## config.mk

```make
export PLATFORM = sky130hd
export DESIGN_NAME = esfa_benchmark_controller_flat
export DESIGN_NICKNAME = d
export VERILOG_FILES = /design/src/rtl/esfa_ctrl_pkg.sv /design/src/rtl/esfa_benchmark_controller_if.sv /design/src/rtl/esfa_sat_counter.sv /design/src/rtl/esfa_benchmark_controller.sv /design/src/flat_wrapper.sv
export SDC_FILE = /design/constraint.sdc
export NUM_CORES = 1
export LEC_CHECK = 0
export ABC_AREA = 0
export CORE_AREA = 3 3 129 131
export CTS_CLUSTER_SIZE = 30
export DETAILED_ROUTE_END_ITERATION = 7
export DIE_AREA = 0 0 132 134
export PLACE_DENSITY = 0.77
export SYNTH_ARGS = -nofsm -noshare
export SYNTH_HDL_FRONTEND = slang
export SYNTH_SLANG_ARGS = --single-unit
```

## constraint.sdc

```tcl
create_clock -name masterClock -period 5.1 [get_ports masterClock]
set_clock_uncertainty 0.1 [all_clocks]
set_input_delay 1.02 -clock masterClock [delete_from_list [all_inputs] [get_ports masterClock]]
set_output_delay 1.02 -clock masterClock [all_outputs]
set_load 0.005 [all_outputs]
```

## src/rtl/esfa_ctrl_pkg.sv

```systemverilog
// rtl/esfa_ctrl_pkg.sv - shared opcodes, status bit positions and FSM encoding
package esfa_ctrl_pkg;

   localparam logic [3:0] CMD_NOP   = 4'h0;
   localparam logic [3:0] CMD_RUN   = 4'h1;
   localparam logic [3:0] CMD_QUERY = 4'h2;

   localparam int ST_DONE     = 7;
   localparam int ST_START_TO = 6;
   localparam int ST_RUN_TO   = 5;
   localparam int ST_BADCMD   = 4;

   localparam logic [7:0] STATUS_BADCMD = 8'h10;

   typedef enum logic [3:0] {
      S_IDLE,
      S_DECODE,
      S_LAUNCH,
      S_WAIT_START,
      S_WAIT_DONE,
      S_NEXT,
      S_FINISH,
      S_REPORT,
      S_HANDSHAKE
   } state_t;

endpackage

```

## src/rtl/esfa_benchmark_controller_if.sv

```systemverilog
// rtl/esfa_benchmark_controller_if.sv - host-link and engine signals of the benchmark controller
interface esfa_benchmark_controller_if;
   logic        dataReceived;
   logic [7:0]  control;
   logic [31:0] inputData;
   logic        clearDR;
   logic        transmitData;
   logic [7:0]  status;
   logic [31:0] outputData;
   logic        doRun;
   logic        isRunning;
   logic        wasSuccessful;
   logic        busy;

   modport slave (
      input  dataReceived, control, inputData, isRunning, wasSuccessful,
      output clearDR, transmitData, status, outputData, doRun, busy
   );

   modport master (
      output dataReceived, control, inputData, isRunning, wasSuccessful,
      input  clearDR, transmitData, status, outputData, doRun, busy
   );
endinterface

```

## src/rtl/esfa_sat_counter.sv

```systemverilog
// rtl/esfa_sat_counter.sv - saturating up-counter with synchronous clear and enable
module esfa_sat_counter #(
   parameter int WIDTH = 32
) (
   input  logic             clk,
   input  logic             reset,
   input  logic             clr,
   input  logic             en,
   output logic [WIDTH-1:0] count
);

   always_ff @(posedge clk) begin
      if (reset || clr) begin
         count <= '0;
      end else if (en && (count != '1)) begin
         count <= count + WIDTH'(1);
      end
   end

endmodule

```

## src/rtl/esfa_benchmark_controller.sv

```systemverilog
// rtl/esfa_benchmark_controller.sv - decodes host commands, launches and supervises N engine runs
module esfa_benchmark_controller
   import esfa_ctrl_pkg::*;
#(
   parameter int unsigned START_TIMEOUT = 16,
   parameter logic [31:0] RUN_TIMEOUT   = 32'd100_000_000,
   parameter int unsigned CMD_WIDTH     = 4
) (
   input  logic                        masterClock,
   input  logic                        reset,
   esfa_benchmark_controller_if.slave  bus
);

   state_t                 state, state_next;
   logic [CMD_WIDTH-1:0]   cmd_q;
   logic [31:0]            n_q;
   logic [31:0]            iter;
   logic                   start_to, run_to;
   logic [7:0]             status_q;
   logic [31:0]            result_q;
   logic [31:0]            cycles, timer;
   logic [3:0]             succ;

   logic is_run, is_keep, start_expired, run_expired, run_end;
   logic cyc_clr, cyc_en, timer_clr, succ_en;

   wire unused_ctrl = &{1'b0, bus.control[7:CMD_WIDTH]};

   assign is_run        = (cmd_q == CMD_WIDTH'(CMD_RUN));
   assign is_keep       = (cmd_q == CMD_WIDTH'(CMD_NOP)) || (cmd_q == CMD_WIDTH'(CMD_QUERY));
   assign start_expired = (timer == 32'(START_TIMEOUT - 1));
   assign run_expired   = (timer == RUN_TIMEOUT - 32'd1);
   assign run_end       = (state == S_WAIT_DONE) && !bus.isRunning;

   // Cycle count spans every launch/wait state plus the NEXT gaps that lead to another launch.
   assign cyc_clr   = (state == S_DECODE) && is_run;
   assign cyc_en    = (state == S_LAUNCH) || (state == S_WAIT_START) || (state == S_WAIT_DONE) ||
                      ((state == S_NEXT) && (iter != 32'd0));
   assign timer_clr = !((state == S_WAIT_START) || (state == S_WAIT_DONE)) ||
                      ((state == S_WAIT_START) && bus.isRunning);
   assign succ_en   = run_end && bus.wasSuccessful;

   esfa_sat_counter #(.WIDTH(32)) u_cycles (
      .clk(masterClock), .reset(reset), .clr(cyc_clr), .en(cyc_en), .count(cycles)
   );
   esfa_sat_counter #(.WIDTH(32)) u_timer (
      .clk(masterClock), .reset(reset), .clr(timer_clr), .en(!timer_clr), .count(timer)
   );
   esfa_sat_counter #(.WIDTH(4)) u_succ (
      .clk(masterClock), .reset(reset), .clr(cyc_clr), .en(succ_en), .count(succ)
   );

   always_ff @(posedge masterClock) begin
      if (reset) state <= S_IDLE;
      else       state <= state_next;
   end

   // Run completion wins over a timeout that expires in the same cycle.
   always_comb begin
      state_next = state;
      case (state)
         S_IDLE:       if (bus.dataReceived) state_next = S_DECODE;
         S_DECODE:     state_next = is_run ? S_LAUNCH : S_REPORT;
         S_LAUNCH:     state_next = S_WAIT_START;
         S_WAIT_START: if (bus.isRunning)   state_next = S_WAIT_DONE;
                       else if (start_expired) state_next = S_FINISH;
         S_WAIT_DONE:  if (!bus.isRunning)  state_next = S_NEXT;
                       else if (run_expired) state_next = S_FINISH;
         S_NEXT:       state_next = (iter == 32'd0) ? S_FINISH : S_LAUNCH;
         S_FINISH:     state_next = S_REPORT;
         S_REPORT:     state_next = S_HANDSHAKE;
         S_HANDSHAKE:  if (!bus.dataReceived) state_next = S_IDLE;
         default:      state_next = S_IDLE;
      endcase
   end

   always_comb begin
      bus.doRun        = 1'b0;
      bus.transmitData = 1'b0;
      bus.clearDR      = 1'b0;
      bus.busy         = (state != S_IDLE);
      case (state)
         S_LAUNCH:               bus.doRun = 1'b1;
         S_REPORT, S_HANDSHAKE: begin
            bus.transmitData = 1'b1;
            bus.clearDR      = 1'b1;
         end
         default: ;
      endcase
   end

   always_ff @(posedge masterClock) begin
      if (reset) begin
         cmd_q    <= '0;
         n_q      <= '0;
         iter     <= '0;
         start_to <= 1'b0;
         run_to   <= 1'b0;
         status_q <= '0;
         result_q <= '0;
      end else begin
         case (state)
            S_IDLE: if (bus.dataReceived) begin
               cmd_q <= bus.control[CMD_WIDTH-1:0];
               n_q   <= bus.inputData;
            end
            S_DECODE: if (is_run) begin
               iter     <= (n_q == 32'd0) ? 32'd1 : n_q;
               start_to <= 1'b0;
               run_to   <= 1'b0;
            end else if (!is_keep) begin
               status_q <= STATUS_BADCMD;
               result_q <= '0;
            end
            S_WAIT_START: if (!bus.isRunning && start_expired) start_to <= 1'b1;
            S_WAIT_DONE: begin
               if (!bus.isRunning)  iter   <= iter - 32'd1;
               else if (run_expired) run_to <= 1'b1;
            end
            S_FINISH: begin
               status_q <= {1'b1, start_to, run_to, 1'b0, succ};
               result_q <= cycles;
            end
            default: ;
         endcase
      end
   end

   assign bus.status     = status_q;
   assign bus.outputData = result_q;

endmodule

```

## src/flat_wrapper.sv

```systemverilog
// flat-port wrapper written by rule: the top's interface ports become plain ports
module esfa_benchmark_controller_flat import esfa_ctrl_pkg::*;
#(
   parameter int unsigned START_TIMEOUT = 16,
   parameter logic [31:0] RUN_TIMEOUT   = 32'd100_000_000,
   parameter int unsigned CMD_WIDTH     = 4
)
  (masterClock, reset, bus_dataReceived, bus_control, bus_inputData, bus_isRunning, bus_wasSuccessful, bus_clearDR, bus_transmitData, bus_status, bus_outputData, bus_doRun, bus_busy);
  esfa_benchmark_controller_if bus_i ();
  input  logic masterClock;
  input  logic reset;
  input wire logic [$bits(bus_i.dataReceived)-1:0] bus_dataReceived;
  input wire logic [$bits(bus_i.control)-1:0] bus_control;
  input wire logic [$bits(bus_i.inputData)-1:0] bus_inputData;
  input wire logic [$bits(bus_i.isRunning)-1:0] bus_isRunning;
  input wire logic [$bits(bus_i.wasSuccessful)-1:0] bus_wasSuccessful;
  output wire logic [$bits(bus_i.clearDR)-1:0] bus_clearDR;
  output wire logic [$bits(bus_i.transmitData)-1:0] bus_transmitData;
  output wire logic [$bits(bus_i.status)-1:0] bus_status;
  output wire logic [$bits(bus_i.outputData)-1:0] bus_outputData;
  output wire logic [$bits(bus_i.doRun)-1:0] bus_doRun;
  output wire logic [$bits(bus_i.busy)-1:0] bus_busy;
  assign bus_i.dataReceived = bus_dataReceived;
  assign bus_i.control = bus_control;
  assign bus_i.inputData = bus_inputData;
  assign bus_i.isRunning = bus_isRunning;
  assign bus_i.wasSuccessful = bus_wasSuccessful;
  assign bus_clearDR = bus_i.clearDR;
  assign bus_transmitData = bus_i.transmitData;
  assign bus_status = bus_i.status;
  assign bus_outputData = bus_i.outputData;
  assign bus_doRun = bus_i.doRun;
  assign bus_busy = bus_i.busy;
  esfa_benchmark_controller #(.START_TIMEOUT(START_TIMEOUT), .RUN_TIMEOUT(RUN_TIMEOUT), .CMD_WIDTH(CMD_WIDTH)) u_core (.masterClock(masterClock), .reset(reset), .bus(bus_i));
endmodule
```

==> flow_metrics.tcl, run 1 <==
set metrics [dict create \
    status "completed" \
    cts_tree "yes" \
    critical_path_arrival_ps 2340 \
    die-area_um2 17700 \
    diodes 0 \
    coreArea_um2 15700 \
    grt_max_degree 83 \
    stdcell_area_um2 10000 \
    ys_warn_count 0 \
    powerDensity_nw_per_um2 390 \
    syn_area_per_cell_um2 8.01 \
    ys_top_cells_by_count "dfxtp_1, nor2_1, nand2_1" \
    synth_top_area_share_pct 43.0 \
    synthTopCellsByArea "dfxtp_1, nor2_1, nand2_1" \
    die_w_um 132 \
    antenna_found_initial 0 \
    htreeDepth 4 \
    synth_nets 1108 \
    synthArstFlopShare_pct 0 \
    fmax_mhz 289 \
    grt_pass1_vias 7100 \
    synth_seq_cells 182 \
    use_met1_pct 32.0 \
    synthFlopType "dfxtp_1" \
    ir_drop_v 0.000291 \
    tightest_slew_ps 1120 \
    root_buffer "clkbuf_16" \
    post_cts_buffers 0 \
    p_leak_nw 3.29 \
    hold_path.class "flop to flop" \
    setup_violations 0 \
    cts_resized 0 \
    dpl.cell_count 1298 \
    cap_violations 0 \
    slew_violations 0 \
    rows 46 \
    gr-total-overflow 0 \
    drtPass1Iterations 6 \
    final_layout_size_suffix_gt1_share_pct 5.66 \
    finalHoldViolCount 0 \
    area_delta_synth_final_pct 18.2 \
    placed_area_um2 9380 \
    numPortBuffers 84 \
    clock-sinks 182 \
    route.detailed.drc 0 \
    instances_no_fill 1330 \
    layout_min_cycle_time_ps 3460 \
    clock_path_buffers 2 \
    worst_setup_path_end_kind "output pin" \
    period_share_pct 67.8 \
    postCtsHoldBufs 0 \
    fill_cells 1379 \
    yosysMostFrequentCell "dfxtp_1" \
    slew_headroom_pct 25.3 \
    final_nets 1151 \
    initial_utilization_pct 54.0 \
    syn_inst 1058 \
    yosys.area.top_type "dfxtp_1" \
    ios 89 \
    die_h_um 134 \
    yosysUniqueCellTypes 67 \
    syn_area_um2 8480 \
    cts.clk_slew.worst_paths_ps 70 \
    place_congestion 0.840 \
    grt_use_met3_pct 4.16 \
    rsz0062_at_grt "false" \
    antenna_left 0 \
    use_met2_pct 36.3 \
    required_ps 3980 \
    crit_path_max_fanout 22 \
    grt_busiest_layer "met2" \
    final_core_util_pct 63.8 \
    synth_seq_area_share_pct 43.0 \
    fin_hold_ws_ps 357 \
    post-dp-hpwl_um 13100 \
    drt_wl_total_um 20300 \
    worst_slack_ps 1640 \
    final.setup.tns_ps 0 \
    grt_use_total_pct 23.1 \
    insertion_delay_ps 440 \
    post-place-ws_ps 1440 \
    power_mw 3.91 \
    grt_pass1_wl_um 34500 \
    drtIter0Drc 919 \
    vias 7868 \
    cts_buffers 17 \
    worst-setup-path-type "flop to output pin" \
    vias_per_cell 5.92 \
    wl_per_cell_um 15.3 \
    synth_edf_count 0 \
    worstSetupStartpointType "flop" \
]
==> cell usage in the layout, fill, tap and decap left out, types with 20 or more instances in the layout <==
cell type	instances
a21oi_1	74
a22oi_1	47
clkdlybuf4s50_1	83
dfxtp_1	182
nand2_1	133
nand3_1	33
nand4_1	33
nor2_1	147
nor3_1	30
nor4_1	40
o21ai_0	34
or3_1	21
xnor2_1	29
xor2_1	20
==> final timing paths <==
| path | from | end | slack (ps) | cells after the start |
|---|---|---|---|---|
| max | u_core.state[0] | bus_clearDR | 1640 | 4 |
| min | u_core.bus.status[4] | u_core.bus.status[4] | 360 | 2 |
| max reg2reg | u_core.u_timer.count[20] | u_core.u_timer.count[15] | 1960 | 6 |
| min reg2reg | u_core.bus.status[4] | u_core.bus.status[4] | 360 | 2 |
==> flip-flops by register name, summed over array words and instances, names as in the netlist <==
name                   cells
u_core.iter               32
u_core.u_cycles.count     32
u_core.n_q                32
u_core.start_to            1
u_core.cmd_q               4
u_core.u_succ.count        4
u_core.bus.outputData     32
u_core.run_to              1
u_core.bus.status          8
u_core.u_timer.count      32
u_core.state               4
==> critical path, cell delays in order (launching register included) <==
cell	delay, ps
dfxtp_1	750
nor2b_1	300
nand3_1	130
nand2_1	180
clkdlybuf4s50_1	530
==> routing by layer <==
metal  vias to the layer above  wire [um]
li1                       3908          -
met1                      3654       9500
met2                       268       9180
met3                        38       1180
met4                         0        440
met5                         -          0
==> final cells by class <==
| type | count | area [um2] | area share, % |
|---|---|---|---|
| Sequential cell | 182 | 3640 | 36.4 |
| Clock buffer | 18 | 439 | 4.38 |
| Multi-Input combinational cell | 793 | 4510 | 45.0 |
| Timing Repair Buffer | 93 | 906 | 9.04 |
| Tap cell | 216 | 270 | 2.70 |
| Clock inverter | 14 | 196 | 1.96 |
| Inverter | 14 | 52.6 | 0.525 |
==> where the power goes <==
group          leakage [nW]  switching [mW]  internal [mW]  total (mW)
clock                 0.315           0.575          0.839        1.41
sequential             1.47           0.102           1.50        1.60
combinational          1.50           0.568          0.326       0.895
total                  3.29            1.25           2.66        3.91
==> kinds of logic (layout without fill, tap and decap cells) <==
family / Yosys count / in the layout / synth area share (%)
AOI/OAI and AO/OA: 227 / 227 / 17.2
adders and majority gates: 5 / 5 / 0.738
DFF: 182 / 182 / 43.0
and+or+nand+nor: 510 / 510 / 29.7
xor gates and xnor gates: 49 / 49 / 5.06
muxes: 2 / 2 / 0.236
buffers and inverters: 83 / 139 / 4.01
No activity file was read; power rests on OpenSTA's default activity.
==> run 2: changes to the inputs <==
clock period = 3.35 ns   (was 5.1 ns; I/O delays follow)
==> run 2 against run 1 <==
  * Final cell count rose by 1.5%
  * Hold slack improved by 2.7 ps
  * Total power rose by 49%
  * Via count barely moved
  * Clock power rose by 39%
  * Sequential share of layout area fell by 0.43 points
  * Sequential power rose by 52%
  * Combinational power rose by 60%
  * Critical endpoint unchanged
==> flow_metrics.tcl, run 2 (synthesis results as in run 1) <==
set metrics [dict create \
    post_cts_buffers 0 \
    final_nets 1172 \
    postCtsHoldBufs 0 \
    period_share_pct 87.3 \
    worst_setup_path_end_kind "output pin" \
    critical_path_arrival_ps 2160 \
    setup_violations 0 \
    antenna_found_initial 0 \
    drt_wl_total_um 20400 \
    grt_pass1_vias 7036 \
    regArea_um2 3640 \
    die-area_um2 17700 \
    wl_per_cell_um 15.1 \
    path_delay_family "simple AND/OR/NAND/NOR gates" \
    place_congestion 0.853 \
    rsz0062_at_grt "false" \
    antenna_left 0 \
    slowest_delay_ps 520 \
    area_delta_synth_final_pct 19.6 \
    hold_path.class "flop to flop" \
    route.detailed.drc 0 \
    tightest_slew_ps 745 \
    crit_path_max_fanout 16 \
    numPortBuffers 84 \
    final_layout_size_suffix_gt1_share_pct 7.14 \
    post-dp-hpwl_um 13300 \
    ir_drop_v 0.000416 \
    slew_headroom_pct 50.3 \
    grt_max_degree 72 \
    fmax_mhz 342 \
    reg2reg_slack_ps 570 \
    required_ps 2580 \
    coreArea_um2 15700 \
    gr-total-overflow 0 \
    drtPass1Iterations 6 \
    worstSetupStartpointType "flop" \
    powerDensity_nw_per_um2 575 \
    vias 7870 \
    fill_cells 1357 \
    layout_min_cycle_time_ps 2930 \
    vias_per_cell 5.83 \
    crit_path_end "bus_clearDR" \
    r2r_cells 9 \
    cpMaxStageDelayCell "clkdlybuf4s50_1" \
    multi_input_area_um2 4510 \
    cts_buffers 17 \
    r2r-end "u_core.u_cycles.count[27]" \
    grt_pass1_wl_um 34700 \
    final.setup.tns_ps 0 \
    cap_violations 0 \
    grt_use_total_pct 23.2 \
    rows 46 \
    final_common_cell "dfxtp_1" \
    crit_buf_inv 1 \
    cts_tree "yes" \
    root_buffer "clkbuf_16" \
    fin_hold_ws_ps 359 \
    cp_num_cells 4 \
    clock_path_buffers 2 \
    timing.rr.start "u_core.iter[0]" \
    path_cells "nor2_1 > nand3b_1 > nand2_1 > clkdlybuf4s50_1" \
    drtIter0Drc 777 \
    status "completed" \
    cts_resized 0 \
    finalHoldViolCount 0 \
    worst-setup-path-type "flop to output pin" \
    final_cell_mix "dfxtp_1, nor2_1, nand2_1" \
    cts.clk_slew.worst_paths_ps 60 \
    diodes 0 \
    slew_violations 0 \
    p_leak_nw 3.35 \
    clock-sinks 182 \
    die_h_um 134 \
    ios 89 \
    initial_utilization_pct 54.0 \
    die_w_um 132 \
    startpoint "u_core.state[1]" \
    insertion_delay_ps 430 \
    htreeDepth 4 \
]
## run 2: cell types whose count changed in the layout (fill, tap and decap cells not counted), sizes merged
cell / change
clkinv: -3
inv: -2
clkinvlp: +4
bufinv: -2
clkbuf: +2
buf: +21
## run 2: per-stage QoR
step	power (mW)	util, %	instances	worst slack (ps)	cell area, um2
6_report	5.83	64.5	1350	425	10100
5_1_grt	6.15	64.5	1350	316	10100
4_1_cts	5.84	64.5	1350	410	10100
3_5_place_dp	3.89	60.9	1319	493	9560
3_3_place_gp	3.87	60.9	1319	546	9560
2_1_floorplan	3.46	-	1058	835	8480
## run 2: area by class of cell
type,instances,area share [%]
Tap cell,216,2.67
Timing Repair Buffer,114,10.7
Inverter,14,0.518
Sequential cell,182,35.9
Clock buffer,20,4.41
Clock inverter,11,1.25
Multi-Input combinational cell,793,44.5
## run 2: worst min path at each step
stage                         startpoint              endpoint  cells after the start
finish              u_core.bus.status[4]  u_core.bus.status[4]                      2
global route        u_core.bus.status[4]  u_core.bus.status[4]                      2
CTS                 u_core.bus.status[4]  u_core.bus.status[4]                      2
detailed placement  u_core.bus.status[4]  u_core.bus.status[4]                      2
global placement    u_core.bus.status[4]  u_core.bus.status[4]                      2
floorplan                u_core.start_to       u_core.start_to                      2
## run 2: worst reg2reg max path, cell delays in order, from the launching register on
cell     delay [ps]
dfxtp_1         350
inv_1            90
ha_1            140
or4b_1          440
or4_4           450
nor4_4          430
or4_1           190
buf_4           220
or3_1           180
a21oi_2          70
## run 2: power by group
| part | total, mW | switching, mW | internal [mW] |
|---|---|---|---|
| Clock | 1.96 | 0.845 | 1.12 |
| Sequential | 2.43 | 0.149 | 2.28 |
| Combinational | 1.43 | 0.882 | 0.551 |
## run 2: layer usage
metal  wire length, um  share of wire, %  GRT usage (%)  up-vias
li1                  -                 -              -     3963
met1              9700                47           32.1     3650
met2              9410                46           36.9      231
met3              1030               5.0           4.58       26
met4               308               1.5           7.58        0
met5                 0                 0              0        -
